<file path="src/rtl/display_pkg.sv">
// Shared grid geometry and wrap-around coordinate helpers for the cursor/display path.
package display_pkg;

  localparam int GRID_W  = 64;
  localparam int GRID_H  = 48;
  localparam int COORD_W = 6;
  localparam int COLOR_W = 3;

  // The limit is compared explicitly because 6-bit overflow only wraps correctly at 64.
  function automatic logic [COORD_W-1:0] wrap_inc(input logic [COORD_W-1:0] coord, input int limit);
    if (int'(coord) >= limit - 1) return '0;
    return coord + COORD_W'(1);
  endfunction

  function automatic logic [COORD_W-1:0] wrap_dec(input logic [COORD_W-1:0] coord, input int limit);
    if (coord == '0) return COORD_W'(limit - 1);
    return coord - COORD_W'(1);
  endfunction

endpackage

</file>
<file path="src/rtl/button_conditioner.sv">
// Raw button -> 2-flop sync -> debounced level -> single-cycle step pulse with optional hold-to-repeat.
module button_conditioner
  import display_pkg::*;
#(
  parameter int DEBOUNCE_CYCLES = 500000,
  parameter int REPEAT_DELAY    = 25000000,
  parameter int REPEAT_PERIOD   = 5000000,
  parameter bit REPEAT_EN       = 1'b1
) (
  input  logic clock50MHz,
  input  logic reset,
  input  logic raw,
  output logic state,
  output logic pulse
);

  localparam int DB_W = $clog2(DEBOUNCE_CYCLES + 1);
  localparam int RP_W = $clog2(REPEAT_DELAY + REPEAT_PERIOD + 1);

  logic            r_sync0;
  logic            r_sync1;
  logic            r_state;
  logic            r_pulse;
  logic            r_first;
  logic [DB_W-1:0] r_db_cnt;
  logic [RP_W-1:0] r_rep_cnt;
  logic            w_flip;
  logic [RP_W-1:0] w_rep_limit;

  assign w_flip      = (r_sync1 != r_state) && (r_db_cnt == DB_W'(DEBOUNCE_CYCLES - 1));
  assign w_rep_limit = r_first ? RP_W'(REPEAT_DELAY - 1) : RP_W'(REPEAT_PERIOD - 1);

  always_ff @(posedge clock50MHz or posedge reset) begin
    if (reset) begin
      r_sync0   <= 1'b0;
      r_sync1   <= 1'b0;
      r_state   <= 1'b0;
      r_pulse   <= 1'b0;
      r_first   <= 1'b0;
      r_db_cnt  <= '0;
      r_rep_cnt <= '0;
    end else begin
      r_sync0 <= raw;
      r_sync1 <= r_sync0;

      if ((r_sync1 == r_state) || w_flip) r_db_cnt <= '0;
      else                                r_db_cnt <= r_db_cnt + DB_W'(1);

      if (w_flip) r_state <= ~r_state;

      // Pulse is registered alongside the state flip so both appear in the same cycle.
      r_pulse <= 1'b0;
      if (w_flip) begin
        r_rep_cnt <= '0;
        r_first   <= ~r_state;
        r_pulse   <= ~r_state;
      end else if (r_state && REPEAT_EN) begin
        if (r_rep_cnt == w_rep_limit) begin
          r_pulse   <= 1'b1;
          r_rep_cnt <= '0;
          r_first   <= 1'b0;
        end else begin
          r_rep_cnt <= r_rep_cnt + RP_W'(1);
        end
      end
    end
  end

  assign state = r_state;
  assign pulse = r_pulse;

endmodule

</file>
<file path="src/rtl/cursor_input_controller.sv">
// Turns board buttons and colour switches into a wrapping cursor position and one-cycle paint writes.
module cursor_input_controller
  import display_pkg::*;
#(
  parameter int GRID_W          = display_pkg::GRID_W,
  parameter int GRID_H          = display_pkg::GRID_H,
  parameter int DEBOUNCE_CYCLES = 500000,
  parameter int REPEAT_DELAY    = 25000000,
  parameter int REPEAT_PERIOD   = 5000000
) (
  input  logic       clock50MHz,
  input  logic       reset,
  input  logic       btn_up,
  input  logic       btn_down,
  input  logic       btn_left,
  input  logic       btn_right,
  input  logic       btn_paint,
  input  logic [8:0] sw_color,
  output logic [5:0] x_cursor,
  output logic [5:0] y_cursor,
  output logic       write,
  output logic [2:0] r_write,
  output logic [2:0] g_write,
  output logic [2:0] b_write
);

  logic [3:0]           w_dir_raw;
  logic [3:0]           w_dir_pulse;
  logic [3:0]           w_unused_dir_state;
  logic                 w_paint_pulse;
  logic                 w_paint_state;
  logic                 w_move;
  logic                 w_paint_now;
  logic [COORD_W-1:0]   r_x;
  logic [COORD_W-1:0]   r_y;
  logic                 r_write_p0;
  logic                 r_pend_p0;
  logic [3*COLOR_W-1:0] r_color;
  logic [3*COLOR_W-1:0] r_pend_color;

  // Bit order: 0=up, 1=down, 2=left, 3=right.
  assign w_dir_raw = {btn_right, btn_left, btn_down, btn_up};

  for (genvar gi = 0; gi < 4; gi++) begin : g_dir
    button_conditioner #(
      .DEBOUNCE_CYCLES(DEBOUNCE_CYCLES),
      .REPEAT_DELAY   (REPEAT_DELAY),
      .REPEAT_PERIOD  (REPEAT_PERIOD),
      .REPEAT_EN      (1'b1)
    ) u_btn (
      .clock50MHz(clock50MHz),
      .reset     (reset),
      .raw       (w_dir_raw[gi]),
      .state     (w_unused_dir_state[gi]),
      .pulse     (w_dir_pulse[gi])
    );
  end

  button_conditioner #(
    .DEBOUNCE_CYCLES(DEBOUNCE_CYCLES),
    .REPEAT_DELAY   (REPEAT_DELAY),
    .REPEAT_PERIOD  (REPEAT_PERIOD),
    .REPEAT_EN      (1'b0)
  ) u_paint (
    .clock50MHz(clock50MHz),
    .reset     (reset),
    .raw       (btn_paint),
    .state     (w_paint_state),
    .pulse     (w_paint_pulse)
  );

  assign w_move      = |w_dir_pulse;
  assign w_paint_now = w_paint_pulse && !w_move;

  // A paint coinciding with a move is deferred one cycle so it lands on the new cell.
  always_ff @(posedge clock50MHz or posedge reset) begin
    if (reset) begin
      r_x          <= '0;
      r_y          <= '0;
      r_write_p0   <= 1'b0;
      r_pend_p0    <= 1'b0;
      r_color      <= '0;
      r_pend_color <= '0;
    end else begin
      if (w_dir_pulse[0] != w_dir_pulse[1])
        r_y <= w_dir_pulse[0] ? wrap_dec(r_y, GRID_H) : wrap_inc(r_y, GRID_H);
      if (w_dir_pulse[2] != w_dir_pulse[3])
        r_x <= w_dir_pulse[2] ? wrap_dec(r_x, GRID_W) : wrap_inc(r_x, GRID_W);

      r_write_p0 <= w_paint_now || r_pend_p0;
      r_pend_p0  <= (w_paint_pulse || w_paint_state) && w_move;
      if ((w_paint_pulse || w_paint_state) && w_move) r_pend_color <= sw_color;

      if (w_paint_now)    r_color <= sw_color;
      else if (r_pend_p0) r_color <= r_pend_color;
    end
  end

  assign x_cursor = r_x;
  assign y_cursor = r_y;
  assign write    = r_write_p0;
  assign r_write  = r_color[8:6];
  assign g_write  = r_color[5:3];
  assign b_write  = r_color[2:0];

endmodule
</file>
<file path="config.mk">
export PLATFORM = sky130hd
export DESIGN_NAME = cursor_input_controller
export DESIGN_NICKNAME = d
export VERILOG_FILES = /design/src/rtl/display_pkg.sv /design/src/rtl/button_conditioner.sv /design/src/rtl/cursor_input_controller.sv
export SDC_FILE = /design/constraint.sdc
export NUM_CORES = 1
export LEC_CHECK = 0
export BUFFER_PORTS_ARGS = -buffer_cell sky130_fd_sc_hd__buf_4
export CORE_MARGIN = 2
export CORE_UTILIZATION = 50
export CTS_CLUSTER_SIZE = 20
export DETAILED_ROUTE_END_ITERATION = 8
export GPL_TIMING_DRIVEN = 0
export PLACE_DENSITY = 0.69
export SYNTH_ARGS = -nofsm -noshare
export SYNTH_HDL_FRONTEND = slang
export SYNTH_SLANG_ARGS = --single-unit
</file>
<file path="constraint.sdc">
create_clock -name clock50MHz -period 8.7 [get_ports clock50MHz]
set_input_delay 1.74 -clock clock50MHz [delete_from_list [all_inputs] [get_ports clock50MHz]]
set_output_delay 1.74 -clock clock50MHz [all_outputs]
set_load 0.01 [all_outputs]
</file>
==> impl_results.md <==
* Crit path cell chain: buf_4
* Warnings from Yosys at 0
* Via count of the first global-routing pass at 10100
* Most frequent cells in the layout: sky130_fd_sc_hd__dfrtp_1, sky130_fd_sc_hd__nand2_1, sky130_fd_sc_hd__nor2_1, sky130_fd_sc_hd__nand3_1, sky130_fd_sc_hd__a21oi_1
* Worst Setup End Kind: output pin
* Area of the die at 27300 µm²
* Largest buffer count on any clock path at 3
* Share of the yosys chip area belonging to registers at 48.3%
* Async set-reset flop share out of synthesis at 100%
* Most common library cell in the layout ignoring fill and taps: sky130_fd_sc_hd__dfrtp_1
* Type of element launching the critical path: flip-flop
* Flop-to-flop setup slack at 5.97 ns
* Total power consumption of the routed design at 2.50 mW
* Synthesized Nets at 1460
* Detailed placement HPWL at 18500 µm
* Post-synth top area cell: sky130_fd_sc_hd__dfrtp_1
* Setup fix buffers added after clock tree synthesis at 0
* Routed length per placed instance at 15.0 µm
* Master cell of the clock root buffer: sky130_fd_sc_hd__clkbuf_16
* Initial DRT Pass Iterations at 7
* Critical path data arrival time at 1.23 ns
* Fraction of the core area covered by cells at the end of the flow at 57.2%
* Violation count after the first detailed-route iteration at 840
* Slowest stage cell, crit path: sky130_fd_sc_hd__dfrtp_1
* Layout overhead on the synthesized area at 13.3%
* Worst-case setup margin in the final layout at 5.73 ns
* Setup slack after placement at 5.57 ns
* Routed via count at 10700
* Pin count of the biggest net entering global routing at 128
* Diode insertion count for antenna repair at 0
* Required time worst endpoint at 6.96 ns
* Maximum fanout count along the critical path at 8
* Number of top-level design ports at 38
* Final clock period utilization by the worst path at 34.1%
* Headroom to the max-slew limit at 26.1%
* Slew at the pin closest to its max-slew limit at 1.10 ns
* TritonCTS Sinks at 251
* Number of buffers and inverters on the critical path at 1
* Fin. max-slew vios at 0
* Worst min path class: flip-flop to flip-flop
* Max Clk Rate at 337 MHz
* Detail-routed via count per cell at 5.78
* Cell family with most CP delay: flip-flops
* Share of the synthesized area in the top cell type at 48.3%
* Number of cells on the worst hold path at 0
* Maximum ir drop on the vdd rail at 0.000127 V
* Final WL at 27800 µm
* Synth Area per Inst at 9.11 µm²
* Total routing usage reported by global routing at 20.7%
* Filler-free cell count of the finished design at 1853
* Clock Latency Late Sink at 0.55 ns
* Antenna Nets Post-Route at 0
* Die extent in x at 165 µm
* Flop and latch count out of synthesis at 251
* Number of synthesized flops with an enable pin at 0
* Length in cells of the worst reg-to-reg path at 7
* Endpoints failing hold at 0
* Buffers on Ports at 37
* Fraction of layout cells with a size suffix above 1 at 8.89%
* Pleak at 6.20 nW
* Cell area after synthesis at 13000 µm²
* Prevailing post-synth register cell: sky130_fd_sc_hd__dfrtp_1
* Logic depth of the worst path, buffers included at 1
* Number of gates resized after CTS at 0
* Worst hold slack at 0.342 ns
* Type of the worst setup path: flip-flop to output pin
* RSZ-0062 raised after global routing: false
* Global-route wire length before repair at 48000 µm
* Die span in y at 165 µm
* Slowest stage delay, CP at 0.51 ns
* Depth of the CTS H-tree at 1
* Count of distinct cell types in the synthesized netlist at 70
* Starting density of the core at 50.5%
* PD cells at 169 nW/µm²
* Status: finished, final reports clean
* Number of cells produced by synthesis at 1427
* Final nets at 1529
* Largest cells by area after synthesis: sky130_fd_sc_hd__dfrtp_1, sky130_fd_sc_hd__nand2_1, sky130_fd_sc_hd__nor2_1
* Clock period minus worst slack at 2.97 ns
* CTS tree: built
* Count of placed standard cells including taps at 1800
* Clock slew seen by the registers of the worst setup and hold paths at 0.06 ns
* Floorplan Core Area at 25800 µm²
* Routability cong. at 0.855
* Antenna violations before repair at 0
* Number of maximum-capacitance violations at 0
* Cts hold-fix bufs at 0
* Number of rows created at floorplan at 59
* Remaining global-route overflow at 0
* Final-report setup violation count at 0
* Clock skew at 0.0122 ns
* Number of buffers created by CTS at 29
* DRC violations left at 0
==> state kept, by name, indices dropped and copies added (netlist names), 4 cells and up <==
name	cells
g_dir.u_btn.pulse	4
g_dir.u_btn.r_db_cnt	76
g_dir.u_btn.r_first	4
g_dir.u_btn.r_rep_cnt	100
g_dir.u_btn.r_sync0	4
g_dir.u_btn.r_sync1	4
g_dir.u_btn.state	4
r_color	9
r_pend_color	9
u_paint.r_db_cnt	19
x_cursor	6
y_cursor	6
==> final timing paths <==
path	from	to
hold reg to reg	u_paint.r_sync0$_DFF_PP0_	u_paint.r_sync1$_DFF_PP0_
max in group asynchronous	reset	u_paint.r_db_cnt[1]$_DFF_PP0_
min in group asynchronous	reset	g_dir[2].u_btn.r_sync0$_DFF_PP0_
setup / recovery	y_cursor[0]$_DFFE_PP0P_	y_cursor[0]
setup reg to reg	g_dir[3].u_btn.r_rep_cnt[16]$_DFFE_PP0P_	g_dir[3].u_btn.r_rep_cnt[1]$_DFFE_PP0P_
hold / removal	u_paint.r_sync0$_DFF_PP0_	u_paint.r_sync1$_DFF_PP0_
==> per-layer routing <==
| metal | vias up | wire length (µm) | global-route usage [%] | part of all wire (%) |
|---|---|---|---|---|
| li1 | 5271 | - | - | - |
| met1 | 5173 | 13400 | 29.7 | 48 |
| met2 | 228 | 12700 | 33.7 | 46 |
| met3 | 39 | 1240 | 2.75 | 4.4 |
| met4 | 0 | 441 | 4.94 | 1.6 |
| met5 | - | 0 | 0 | 0 |
==> kinds of logic (layout without fill, tap and decap cells) <==
family	after synthesis	after routing	synth area share, %
AO/OA/AOI/OAI	267	267	12.9
XOR/XNOR	89	89	6.00
adder cells (fa/ha/maj)	17	17	1.64
buffers and inverters	95	186	3.07
flip-flops	251	251	48.3
multiplexers	22	22	1.74
AND/OR/NAND/NOR	686	686	26.3
==> where the power goes <==
part / switching (mW) / total (mW) / internal, mW
clock network: 0.496 / 1.26 / 0.767
logic: 0.0370 / 0.0503 / 0.0133
registers: 0.00744 / 1.18 / 1.18
==> metrics by stage <==
| step | instance area [µm²] | TNS (ns) |
|---|---|---|
| final | 14700 | 0 |
| after global routing | 14700 | 0 |
| after CTS | 14700 | 0 |
| after detailed placement | 13700 | 0 |
| after global placement | 13700 | -712.92 |
| after floorplan | 13000 | 0 |
==> cell usage after synthesis, drive strengths merged, types with 3 or more instances <==
library cell	number
mux2i	17
ha	17
nand3	92
nor4bb	7
nor4	14
a31oi	69
dfrtp	251
nor3	40
and4	16
mux2	5
nor4b	5
o21ai	64
o31ai	4
inv	36
clkbuf	41
xnor2	30
and3	40
nor2b	4
or3	36
or2	9
a41oi	10
and2	15
a31o	3
buf	17
o311ai	3
nor2	166
or4	7
nand2	175
o211ai	6
o21a	3
a22o	7
o221ai	3
a2111oi	3
nand3b	7
a21oi	70
xor2	59
nand4	35
nand2b	6
a21o	10
==> layout make-up <==
class	count	area, µm²
Multi-Input combinational cell	1081	6320
Clock buffer	38	800
Tap cell	335	419
Timing Repair Buffer	38	305
Buffer	58	260
Fill cell	2250	11000
Clock inverter	15	198
Inverter	37	146
Sequential cell	251	6280
==> worst register-to-register path: stages, from the launching register on <==
cell                        delay, ns
sky130_fd_sc_hd__dfrtp_1         0.36
sky130_fd_sc_hd__clkbuf_1        0.20
sky130_fd_sc_hd__nor4_1          0.32
sky130_fd_sc_hd__nand4_1         0.14
sky130_fd_sc_hd__a2111oi_2       0.66
sky130_fd_sc_hd__nor2_1          0.29
sky130_fd_sc_hd__clkbuf_1        0.33
sky130_fd_sc_hd__a22o_1          0.31
Power figures use the tool's default switching activity.
